$ cat src/rtl/mem_stage_pkg.sv
// Shared bus sizes, field offsets and load-flag layout for the EX->ME and ME->WB buses.
package mem_stage_pkg;

  localparam int EX_DEST_LSB = 0;
  localparam int EX_GR_WE    = 5;
  localparam int EX_FROM_MEM = 6;
  localparam int EX_RES_LSB  = 7;
  localparam int EX_PC_LSB   = 39;
  localparam int EX_FLAG_LSB = 71;
  localparam int EX_FLAG_W   = 5;
  localparam int EX_ERTN     = 76;
  localparam int EX_SYSCALL  = 77;
  localparam int EX_to_ME_Bus_Size = EX_SYSCALL + 1;

  localparam int WB_DEST_LSB = 0;
  localparam int WB_GR_WE    = 5;
  localparam int WB_RES_LSB  = 6;
  localparam int WB_PC_LSB   = 38;
  localparam int WB_ERTN     = 70;
  localparam int WB_SYSCALL  = 71;
  localparam int ME_to_WB_Bus_Size = WB_SYSCALL + 1;

  typedef struct packed {
    logic       sign_ext;
    logic       is_byte;
    logic       is_half;
    logic [1:0] offset;
  } ld_flag_t;

endpackage

$ cat src/rtl/mem_stage_if.sv
// Pipeline handshake bundle around the ME stage: EX->ME input side and ME->WB output side.
interface mem_stage_if;
  import mem_stage_pkg::*;

  logic                         EX_to_ME_Valid;
  logic [EX_to_ME_Bus_Size-1:0] EX_to_ME_Bus;
  logic                         ME_Allow_in;
  logic                         ME_to_WB_Valid;
  logic                         WB_Allow_in;
  logic [ME_to_WB_Bus_Size-1:0] ME_to_WB_Bus;

  modport master (
    output EX_to_ME_Valid, EX_to_ME_Bus, WB_Allow_in,
    input  ME_Allow_in, ME_to_WB_Valid, ME_to_WB_Bus
  );

  modport slave (
    input  EX_to_ME_Valid, EX_to_ME_Bus, WB_Allow_in,
    output ME_Allow_in, ME_to_WB_Valid, ME_to_WB_Bus
  );
endinterface

$ cat src/rtl/mem_stage_load_align.sv
// Picks the addressed byte/half out of a 32-bit read word and sign- or zero-extends it.
module load_align
  import mem_stage_pkg::*;
(
  input  logic [31:0] rdata,
  input  ld_flag_t    flag,
  output logic [31:0] data
);
  logic [7:0]  b;
  logic [15:0] h;

  always_comb begin
    b = rdata[7:0];
    case (flag.offset)
      2'd0: b = rdata[7:0];
      2'd1: b = rdata[15:8];
      2'd2: b = rdata[23:16];
      2'd3: b = rdata[31:24];
      default: b = rdata[7:0];
    endcase
    h = flag.offset[1] ? rdata[31:16] : rdata[15:0];

    // byte has priority when both size flags are set
    if (flag.is_byte)
      data = {{24{flag.sign_ext & b[7]}}, b};
    else if (flag.is_half)
      data = {{16{flag.sign_ext & h[15]}}, h};
    else
      data = rdata;
  end
endmodule

$ cat src/rtl/mem_stage.sv
// Memory-access pipeline stage: registers the EX payload, aligns load data, drives WB and hazard info.
module mem_stage
  import mem_stage_pkg::*;
(
  input  logic              clk,
  input  logic              reset,
  mem_stage_if.slave        pipe,
  input  logic [31:0]       data_sram_rdata,
  output logic [4:0]        ME_dest,
  output logic [31:0]       ME_Forward_Res,
  output logic              ME_to_ID_Ld_op,
  output logic              ME_to_ID_Sys_op,
  input  logic              excp_flush,
  input  logic              ertn_flush
);
  logic                         me_valid;
  logic                         me_ready_go;
  logic                         allow_in;
  logic [EX_to_ME_Bus_Size-1:0] ex_r;

  ld_flag_t    flag;
  logic        inst_syscall;
  logic        inst_ertn;
  logic [31:0] pc;
  logic [31:0] result;
  logic        res_from_mem;
  logic        gr_we;
  logic [4:0]  dest;
  logic [31:0] load_data;
  logic [31:0] final_result;

  assign me_ready_go = 1'b1;
  assign allow_in    = !me_valid | (me_ready_go & pipe.WB_Allow_in);

  // flush wins over a simultaneous accept
  always_ff @(posedge clk) begin
    if (reset | excp_flush | ertn_flush)
      me_valid <= 1'b0;
    else if (allow_in)
      me_valid <= pipe.EX_to_ME_Valid;
  end

  // payload deliberately has no reset; consumers qualify it with me_valid
  always_ff @(posedge clk) begin
    if (allow_in & pipe.EX_to_ME_Valid)
      ex_r <= pipe.EX_to_ME_Bus;
  end

  assign inst_syscall = ex_r[EX_SYSCALL];
  assign inst_ertn    = ex_r[EX_ERTN];
  assign flag         = ex_r[EX_FLAG_LSB +: EX_FLAG_W];
  assign pc           = ex_r[EX_PC_LSB +: 32];
  assign result       = ex_r[EX_RES_LSB +: 32];
  assign res_from_mem = ex_r[EX_FROM_MEM];
  assign gr_we        = ex_r[EX_GR_WE];
  assign dest         = ex_r[EX_DEST_LSB +: 5];

  load_align u_load_align (
    .rdata (data_sram_rdata),
    .flag  (flag),
    .data  (load_data)
  );

  assign final_result = res_from_mem ? load_data : result;

  always_comb begin
    pipe.ME_to_WB_Bus                      = '0;
    pipe.ME_to_WB_Bus[WB_SYSCALL]          = inst_syscall;
    pipe.ME_to_WB_Bus[WB_ERTN]             = inst_ertn;
    pipe.ME_to_WB_Bus[WB_PC_LSB +: 32]     = pc;
    pipe.ME_to_WB_Bus[WB_RES_LSB +: 32]    = final_result;
    pipe.ME_to_WB_Bus[WB_GR_WE]            = gr_we;
    pipe.ME_to_WB_Bus[WB_DEST_LSB +: 5]    = dest;
  end

  assign pipe.ME_Allow_in    = allow_in;
  assign pipe.ME_to_WB_Valid = me_valid & me_ready_go;

  assign ME_dest         = dest & {5{me_valid & gr_we}};
  assign ME_Forward_Res  = final_result;
  assign ME_to_ID_Ld_op  = me_valid & res_from_mem;
  assign ME_to_ID_Sys_op = me_valid & (inst_syscall | inst_ertn);
endmodule

$ cat src/flat_wrapper.sv
// flat-port wrapper written by rule: the top's interface ports become plain ports
module mem_stage_flat import mem_stage_pkg::*;
  (clk, reset, data_sram_rdata, ME_dest, ME_Forward_Res, ME_to_ID_Ld_op, ME_to_ID_Sys_op, excp_flush, ertn_flush, pipe_EX_to_ME_Valid, pipe_EX_to_ME_Bus, pipe_WB_Allow_in, pipe_ME_Allow_in, pipe_ME_to_WB_Valid, pipe_ME_to_WB_Bus);
  mem_stage_if pipe_i ();
  input  logic clk;
  input  logic reset;
  input  logic [31:0] data_sram_rdata;
  output logic [4:0] ME_dest;
  output logic [31:0] ME_Forward_Res;
  output logic ME_to_ID_Ld_op;
  output logic ME_to_ID_Sys_op;
  input  logic excp_flush;
  input  logic ertn_flush;
  input wire logic [$bits(pipe_i.EX_to_ME_Valid)-1:0] pipe_EX_to_ME_Valid;
  input wire logic [$bits(pipe_i.EX_to_ME_Bus)-1:0] pipe_EX_to_ME_Bus;
  input wire logic [$bits(pipe_i.WB_Allow_in)-1:0] pipe_WB_Allow_in;
  output wire logic [$bits(pipe_i.ME_Allow_in)-1:0] pipe_ME_Allow_in;
  output wire logic [$bits(pipe_i.ME_to_WB_Valid)-1:0] pipe_ME_to_WB_Valid;
  output wire logic [$bits(pipe_i.ME_to_WB_Bus)-1:0] pipe_ME_to_WB_Bus;
  assign pipe_i.EX_to_ME_Valid = pipe_EX_to_ME_Valid;
  assign pipe_i.EX_to_ME_Bus = pipe_EX_to_ME_Bus;
  assign pipe_i.WB_Allow_in = pipe_WB_Allow_in;
  assign pipe_ME_Allow_in = pipe_i.ME_Allow_in;
  assign pipe_ME_to_WB_Valid = pipe_i.ME_to_WB_Valid;
  assign pipe_ME_to_WB_Bus = pipe_i.ME_to_WB_Bus;
  mem_stage u_core (.clk(clk), .reset(reset), .pipe(pipe_i), .data_sram_rdata(data_sram_rdata), .ME_dest(ME_dest), .ME_Forward_Res(ME_Forward_Res), .ME_to_ID_Ld_op(ME_to_ID_Ld_op), .ME_to_ID_Sys_op(ME_to_ID_Sys_op), .excp_flush(excp_flush), .ertn_flush(ertn_flush));
endmodule
$ cat config.mk
export PLATFORM = sky130hd
export DESIGN_NAME = mem_stage_flat
export DESIGN_NICKNAME = d
export VERILOG_FILES = /design/src/rtl/mem_stage_pkg.sv /design/src/rtl/mem_stage_if.sv /design/src/rtl/mem_stage_load_align.sv /design/src/rtl/mem_stage.sv /design/src/flat_wrapper.sv
export SDC_FILE = /design/constraint.sdc
export NUM_CORES = 1
export LEC_CHECK = 0
export ABC_AREA = 0
export CORE_ASPECT_RATIO = 1.75
export CORE_MARGIN = 3
export CORE_UTILIZATION = 43
export CTS_BUF_LIST = sky130_fd_sc_hd__clkbuf_8
export CTS_CLUSTER_DIAMETER = 60
export CTS_CLUSTER_SIZE = 16
export DETAILED_ROUTE_END_ITERATION = 10
export PLACE_DENSITY = 0.95
export SETUP_SLACK_MARGIN = 0.1
export SLEW_MARGIN = 0
export SYNTH_ARGS = -nofsm -noshare
export SYNTH_HDL_FRONTEND = slang
export SYNTH_SLANG_ARGS = --single-unit
$ cat constraint.sdc
create_clock -name clk -period 6.9 [get_ports clk]
set_clock_uncertainty 0.15 [all_clocks]
set_input_delay 0.69 -clock clk [delete_from_list [all_inputs] [get_ports clk]]
set_output_delay 0.69 -clock clk [all_outputs]
set_load 0.03 [all_outputs]
### Word-level counts from Yosys, hierarchy flattened

Cells that the tools add are included.
Widths: inputs -> output; s select.

* flip-flop bits (word level): 79
* bits of input ports: 116
* output and inout bits: 113
* word-level logic and storage cells: 23

* eq/ne operators: 3
* mux-type cells: 5
* bitwise operators: 11
* reduce and logical (&&, ||, !) cells: 2

Operator list (count)
* $mux 32: 3
* $pmux 8 s4: 1
* $mux 16: 1
* $and 1x1->1: 6
* $and 5x5->5: 1
* $eq 2x2->1 const B: 2
* $or 1x1->1: 4
* $eq 2x1->1 const B: 1
* $logic_not 2->1: 1
* $logic_not 1->1: 1

### Logic depth before layout (Yosys ltp)

Gate-level depths: netlist of the first run.

* depth in word-level cells: 5
* gate-level depth with buffers: 6
* gate-level depth less buffers: 3

### Hierarchy

A second synthesis of the first run with hierarchy kept.

* cell total of the unflattened synthesis: 311
* area total of the unflattened synthesis: 4226.6 um^2

By module, submodules not included
* mem_stage: times used 1, cells each 198, area an instance 3415.8 um^2, seq. area each 2362.3 um^2
* load_align: times used 1, cells each 113, area an instance 810.8 um^2, seq. area each 0.0 um^2

### Worst setup path after synthesis of the first run

OpenSTA, ideal clock, no wires.

* path kind: input to register
* start: input port pipe_WB_Allow_in
* end: register u_core.ex_r[0] (enable)
* library setup time: 445 ps
* data arrival time: 2889 ps
* data required time: 6305 ps
* setup slack: 3417 ps
* cell stages on the path: 2
* path buffers: 0
* cells stage by stage: nand2b_1 and2_1

* longest elaborated chain between the ends: 2

RTL lines
* start, declared: RTL line flat_wrapper.sv:16 `input wire logic [$bits(pipe_i.WB_Allow_in)-1:0] pipe_WB_Allow_in;`
* $or 1x1->1: RTL line mem_stage.sv:33 `assign allow_in = !me_valid | (me_ready_go & pipe.WB_Allow_in);`
* $and 1x1->1: RTL line mem_stage.sv:45 `if (allow_in & pipe.EX_to_ME_Valid)`
* end signal, assigned: RTL line mem_stage.sv:46 `ex_r <= pipe.EX_to_ME_Bus;`
* end, declared: RTL line mem_stage.sv:19 `logic [EX_to_ME_Bus_Size-1:0] ex_r;`

Every way passes these cells.
A chain may end at the register's enable or synchronous reset.

### Final worst setup path of the first run

* start: register u_core.ex_r[74]
* end: output port ME_Forward_Res[20]

* longest elaborated chain between the ends: 2

RTL lines
* $mux 32: RTL line mem_stage_load_align.sv:24 `if (flag.is_byte)`
* $mux 32: RTL line mem_stage.sv:64 `assign final_result = res_from_mem ? load_data : result;`
* end, declared: RTL line flat_wrapper.sv:9 `output logic [31:0] ME_Forward_Res;`

Every way passes these cells.

==> summary.txt, run 1 <==
Outcome
  • Outcome: complete, no violations

Flow run
  • Max Cap Viol: 0

Placed design
  • Gpl congestion: 0.824
  • IO buf count: 228
  • Post-DP HPWL: 9660 microns
  • Pre-CTS WS: 3080 ps

Floorplanning
  • Core area: 0.00909 sq mm
  • # IOs: 229
  • Full die area: 0.0106 sq mm
  • Die Y: 134 microns
  • Initial core utilization: 0.443
  • Chip width: 79.2 microns
  • Rows: 46

Synthesis
  • Post-Syn Instances: 310
  • Mapped Area: 0.00403 sq mm
  • Mean Syn Cell Area: 13.0 sq um
  • Post-synthesis register bit count: 79
  • Register area share after synthesis: 0.586
  • Syn_nets: 426
  • Yosys warns: 0
  • Synth cell types: 28

Clock network
  • H-tree lvl count: 3
  • Clock buffer depth: 2
  • Clk slew on worst S/H paths: 80 ps
  • CTS Sinks: 79
  • Total CTS buffers: 9
  • TritonCTS clock tree: done
  • CTS root buf: clkbuf_8
  • Worst skew pair latency: 340 ps
  • Post-CTS Resized: 0
  • # Post-CTS Setup Buffers: 0
  • Hold_buf cts: 0

STA
  • RSZ-0062 raised after global routing: false
  • Final Hold Vio Count: 0
  • Setup ws final: 2760 ps
  • Fmax: 242 MHz
  • Crit share post-route: 0.600
  • Final setup viols: 0
  • Slew Limit Headroom: 0.263
  • Worst-Margin Slew: 1100 ps
  • Setup TNS: 0 ps
  • Number of max-slew violations in the final report: 0
  • Min Tclk post-route: 4140 ps

Worst setup path
  • Crit path kind: reg -> out
  • Max stage delay cell, worst path: nor2_1
  • WP buf/inv: 1
  • Worst r2r path cells: 2
  • Worst setup SP type: register
  • Worst reg2reg startpoint: u_core.pipe.ME_to_WB_Valid$_SDFFE_PP0N_
  • Crit end category: output pin
  • Crit path required time: 6060 ps
  • Crit path cell chain: nor2_1, nand2_1, a31oi_1, clkdlybuf4s50_1
  • Worst EP arrival: 3300 ps
  • Reg-to-reg slack, setup: 4930 ps
  • Crit-path max cell delay: 970 ps
  • CP Max Fanout: 29
  • Family with the most delay on the worst path: simple AND/OR/NAND/NOR gates
  • Crit Reg-Reg Endpoint: u_core.ex_r[71]$_DFFE_PP_

Final layout
  • Ant diodes: 0
  • Layout area overhead: 48.9%
  • Fin nets: 576
  • Share of post-route cells with drive strength above 1: 0.0645

Route
  • Via count: 3057
  • ANT nets after route: 0
  • TritonRoute pass-1 iters: 4
  • 1st-iter DRT viols: 190
  • DRC: 0
  • WL final: 12300 microns
  • DR WL/cell: 20.9 microns
  • Number of vias per cell: 5.23

GRT
  • Initial antenna violation count: 0
  • Largest net degree at the start of global routing: 79
  • Vias in the first global route: 3306
  • First-pass GRT wire length: 18400 microns
  • Congestion Overflow GR: 0
  • Gr usage total: 0.230

Worst hold path
  • Worst Hold Path EP: u_core.pipe.ME_to_WB_Valid$_SDFFE_PP0N_
  • Hold Crit Start: u_core.pipe.ME_to_WB_Valid$_SDFFE_PP0N_
  • Path category of the worst min-delay check: reg -> reg
  • Hold depth: 2

Power and ir drop
  • Worst IR Drop VDD: 0.157 mV
  • Cell Pwr Density: 205 mW/mm^2
  • Leak: 0.00216 uW
-- cell families (layout without fill, tap and decap cells) --
group | Yosys count | count (layout) | synth area share
simple gates | 77 | 77 | 0.0990
buf+inv | 99 | 254 | 0.166
flops | 79 | 79 | 0.586
compound gates | 36 | 36 | 0.0757
mux | 19 | 19 | 0.0738
-- power by group --
group	internal [uW]	switching, uW
logic	170	194
registers	559	17.1
clock network	127	164
-- synthesized netlist by cell type, drive strengths merged --
master,count,area share
o221ai,8,0.017
mux2i,8,0.020
and2,2,0.0031
a32oi,1,0.0068
a41oi,8,0.017
o21a,1,0.0019
a22oi,1,0.0053
a31oi,16,0.025
dfxtp,1,0.0050
edfxtp,78,0.58
nand2b,2,0.0031
nand4b,8,0.017
nand3,8,0.0099
a2111oi,1,0.0022
inv,9,0.0084
nand2,17,0.016
mux2,3,0.0093
mux4,8,0.045
clkbuf,9,0.0084
buf,81,0.15
nor2,25,0.023
and3b,1,0.0022
nand3b,8,0.015
and3,6,0.0093
-- sequential cells by signal, indices dropped and copies added (netlist names) --
| name | cells |
|---|---|
| u_core.pipe.ME_to_WB_Valid | 1 |
| u_core.ex_r | 78 |
-- per-stage QoR --
stage	hold slack, ps	std cells	utilization	power (uW)	cell area (sq um)
finish	565	585	0.660	1230	6000
global route	610	585	0.660	1280	6000
CTS	560	585	0.660	1240	6000
detailed placement	549	569	0.642	951	5840
global placement	497	569	0.642	940	5840
floorplan	623	310	-	802	4030
-- routing by layer --
layer / up-vias / global-route usage / routed length (microns)
met5: - / 0 / 0
met4: 0 / 0.137 / 597
met3: 40 / 0.0907 / 1260
met2: 207 / 0.382 / 6330
met1: 1427 / 0.243 / 4060
li1: 1383 / - / -
-- layout make-up --
class	instances	area [sq um]
clock buffers	9	124
clock inverters	7	40.0
fillers	712	3090
inverters	9	33.8
multi-input cells	132	1000
flip-flops and latches	79	2360
well taps	120	150
repair buffers	229	2290
-- worst min-delay path: stages, from the launching register on --
cell	delay (ps)
dfxtp_1	390
nand2b_1	150
a2111oi_0	120
-- how the worst max path moves through the flow --
stage	endpoint	cells after the start	start	slack [ps]
3_3_place_gp	pipe_ME_to_WB_Bus[28]	5	data_sram_rdata[31]	3140
4_1_cts	ME_Forward_Res[22]	4	u_core.ex_r[74]$_DFFE_PP_	2810
2_1_floorplan	u_core.ex_r[0]$_DFFE_PP_	2	pipe_WB_Allow_in	3420
3_5_place_dp	ME_Forward_Res[31]	5	data_sram_rdata[31]	3080
6_report	ME_Forward_Res[20]	4	u_core.ex_r[74]$_DFFE_PP_	2760
5_1_grt	ME_Forward_Res[22]	4	u_core.ex_r[74]$_DFFE_PP_	2530
-- layout by cell type, fill, tap and decap left out, types with 2 or more instances in the layout --
cell	n
clkdlybuf4s50_1	228
clkinv_2	4
nand2b_1	2
a41oi_1	8
and3_1	6
mux2i_1	8
a31oi_1	16
o221ai_1	8
nand3_1	8
nand3b_1	8
inv_1	9
nor2_1	25
nand4b_1	8
mux2_2	2
mux4_2	8
edfxtp_1	78
nand2_1	17
clkbuf_8	9
Note: power is estimated with default switching activity, not from simulation.
==> run 2: changes to the inputs <==
--- a/config.mk
+++ b/config.mk
@@ -8,12 +8,12 @@
 export ABC_AREA = 0
 export CORE_ASPECT_RATIO = 1.75
 export CORE_MARGIN = 3
-export CORE_UTILIZATION = 43
+export CORE_UTILIZATION = 36
 export CTS_BUF_LIST = sky130_fd_sc_hd__clkbuf_8
 export CTS_CLUSTER_DIAMETER = 60
 export CTS_CLUSTER_SIZE = 16
 export DETAILED_ROUTE_END_ITERATION = 10
-export PLACE_DENSITY = 0.95
+export PLACE_DENSITY = 0.86
 export SETUP_SLACK_MARGIN = 0.1
 export SLEW_MARGIN = 0
 export SYNTH_ARGS = -nofsm -noshare
==> constraint.sdc (replaced) <==
create_clock -name clk -period 3.55 [get_ports clk]
set_clock_uncertainty 0.15 [all_clocks]
set_input_delay 0.355 -clock clk [delete_from_list [all_inputs] [get_ports clk]]
set_output_delay 0.355 -clock clk [all_outputs]
set_load 0.03 [all_outputs]
==> run 2 against run 1 <==
Net effect:
- clock-buffer cell count stayed put
- critical path depth stayed put
- core utilization is 9.8 points lower
- combinational power is 97% higher
==> summary.txt, run 2 (synthesis results as in run 1) <==
Outcome
  • Outcome: complete, no violations

STA
  • Setup ws final: 295 ps
  • Final Hold Vio Count: 0
  • Slew Limit Headroom: 0.320
  • Number of max-slew violations in the final report: 0
  • Fmax: 307 MHz
  • Min Tclk post-route: 3250 ps
  • Final setup viols: 0
  • Crit share post-route: 0.917
  • Worst-Margin Slew: 1020 ps
  • Setup TNS: 0 ps
  • RSZ-0062 raised after global routing: false
  • Hold slack: 412 ps

Worst setup path
  • Crit Reg-Reg Endpoint: u_core.ex_r[19]$_DFFE_PP_
  • Worst r2r path cells: 2
  • Reg-to-reg slack, setup: 1600 ps
  • Crit end category: output pin
  • Worst reg2reg startpoint: u_core.pipe.ME_to_WB_Valid$_SDFFE_PP0N_
  • Worst EP arrival: 2750 ps
  • Crit path required time: 3040 ps
  • Crit path kind: reg -> out
  • Worst setup SP type: register
  • CP Max Fanout: 16

Clock network
  • # Post-CTS Setup Buffers: 0
  • H-tree lvl count: 3
  • TritonCTS clock tree: done
  • CTS root buf: clkbuf_8
  • Total CTS buffers: 9
  • CTS Sinks: 79
  • Hold_buf cts: 0
  • Clk slew on worst S/H paths: 90 ps
  • Clock buffer depth: 2
  • Worst skew pair latency: 330 ps
  • Post-CTS Resized: 0

Final layout
  • Most common cell after layout, fill and taps aside: clkdlybuf4s50_1
  • Most frequent cells in the layout: clkdlybuf4s50_1, edfxtp_1, nor2_1
  • Post-route cell area: 0.00608 sq mm
  • Largest register FFs: 78
  • Fin nets: 582
  • Share of post-route cells with drive strength above 1: 0.0722
  • Ant diodes: 0
  • Layout area overhead: 50.8%
  • Reg with most FFs: u_core.ex_r

Floorplanning
  • # IOs: 229
  • Initial core utilization: 0.373
  • Die Y: 146 microns
  • Core area: 0.0108 sq mm
  • Chip width: 86.0 microns
  • Rows: 50
  • Full die area: 0.0126 sq mm

Power and ir drop
  • Cell Pwr Density: 405 mW/mm^2
  • Clock Power Share: 0.258
  • Power, Total: 2460 uW
  • Leak: 0.00220 uW
  • Switch Pwr: 724 uW
  • Worst IR Drop VDD: 0.409 mV
  • Switching share of power: 0.294
  • Gate power share: 0.292
  • Flop pwr share: 0.450
  • Internal power: 1740 uW

Placed design
  • Pre-CTS WS: 438 ps
  • Placed cell areas: 0.00590 sq mm
  • IO buf count: 228
  • Post-DP HPWL: 9570 microns
  • Gpl congestion: 0.827

Worst hold path
  • Hold depth: 1
  • Path category of the worst min-delay check: in -> reg
  • Worst Hold Path EP: u_core.ex_r[12]$_DFFE_PP_
  • Hold Crit Start: pipe_EX_to_ME_Bus[12]

Route
  • DRC: 0
  • DR WL/cell: 20.1 microns
  • Via count: 3067
  • Number of vias per cell: 5.10
  • ANT nets after route: 0
  • TritonRoute pass-1 iters: 4
  • WL final: 12100 microns
  • 1st-iter DRT viols: 116

Flow run
  • Max Cap Viol: 0

GRT
  • First-pass GRT wire length: 18500 microns
  • Initial antenna violation count: 0
  • Congestion Overflow GR: 0
  • Largest net degree at the start of global routing: 79
  • Gr usage total: 0.193
  • Vias in the first global route: 3285
==> run 2: power by group through the flow <==
stage | combinational [uW] | clock (uW) | sequential, uW
final | 718 | 634 | 1110
after global routing | 752 | 699 | 1110
after CTS | 724 | 661 | 1110
after detailed placement | 721 | 0 | 1130
after global placement | 711 | 0 | 1130
after floorplan | 437 | 0 | 1120
==> run 2: critical path, cell delays in order, from the launching register on <==
cell and delay (ps):
edfxtp_1 590, mux2_2 370, a32oi_4 540, a31oi_1 210
clkdlybuf4s50_1 700
==> run 2: through the flow <==
stage / utilization / std cells
global route: 0.562 / 601
CTS: 0.562 / 601
global placement: 0.545 / 585
detailed placement: 0.545 / 585
floorplan: - / 310
finish: 0.562 / 601
==> run 2: area by class of cell <==
type                       count  area, sq um
clock buffer                   9          124
clock inverter                 7         60.1
fill                         879         4740
inverter                       9         33.8
multi-input combinational    132         1000
sequential                    79         2360
tap                          130          163
timing repair buffer         235         2330
==> run 2: worst max-delay path by stage <==
stage	from	end	slack (ps)	depth (start not counted)
detailed placement	data_sram_rdata[31]	ME_Forward_Res[23]	440	5
finish	u_core.ex_r[73]$_DFFE_PP_	ME_Forward_Res[28]	300	4
global placement	data_sram_rdata[31]	ME_Forward_Res[23]	440	5
CTS	u_core.ex_r[73]$_DFFE_PP_	ME_Forward_Res[23]	260	4
global route	u_core.ex_r[73]$_DFFE_PP_	ME_Forward_Res[27]	150	4
floorplan	u_core.pipe.ME_to_WB_Valid$_SDFFE_PP0N_	u_core.ex_r[0]$_DFFE_PP_	290	2
==> run 2: layer usage <==
layer / GRT usage / up-vias / share of wire / wire length (microns)
met5: 0 / - / 0 / 0
met4: 0.0848 / 0 / 0.035 / 425
met3: 0.0774 / 29 / 0.10 / 1270
met2: 0.336 / 202 / 0.53 / 6380
met1: 0.201 / 1442 / 0.33 / 4020
li1: - / 1394 / - / -
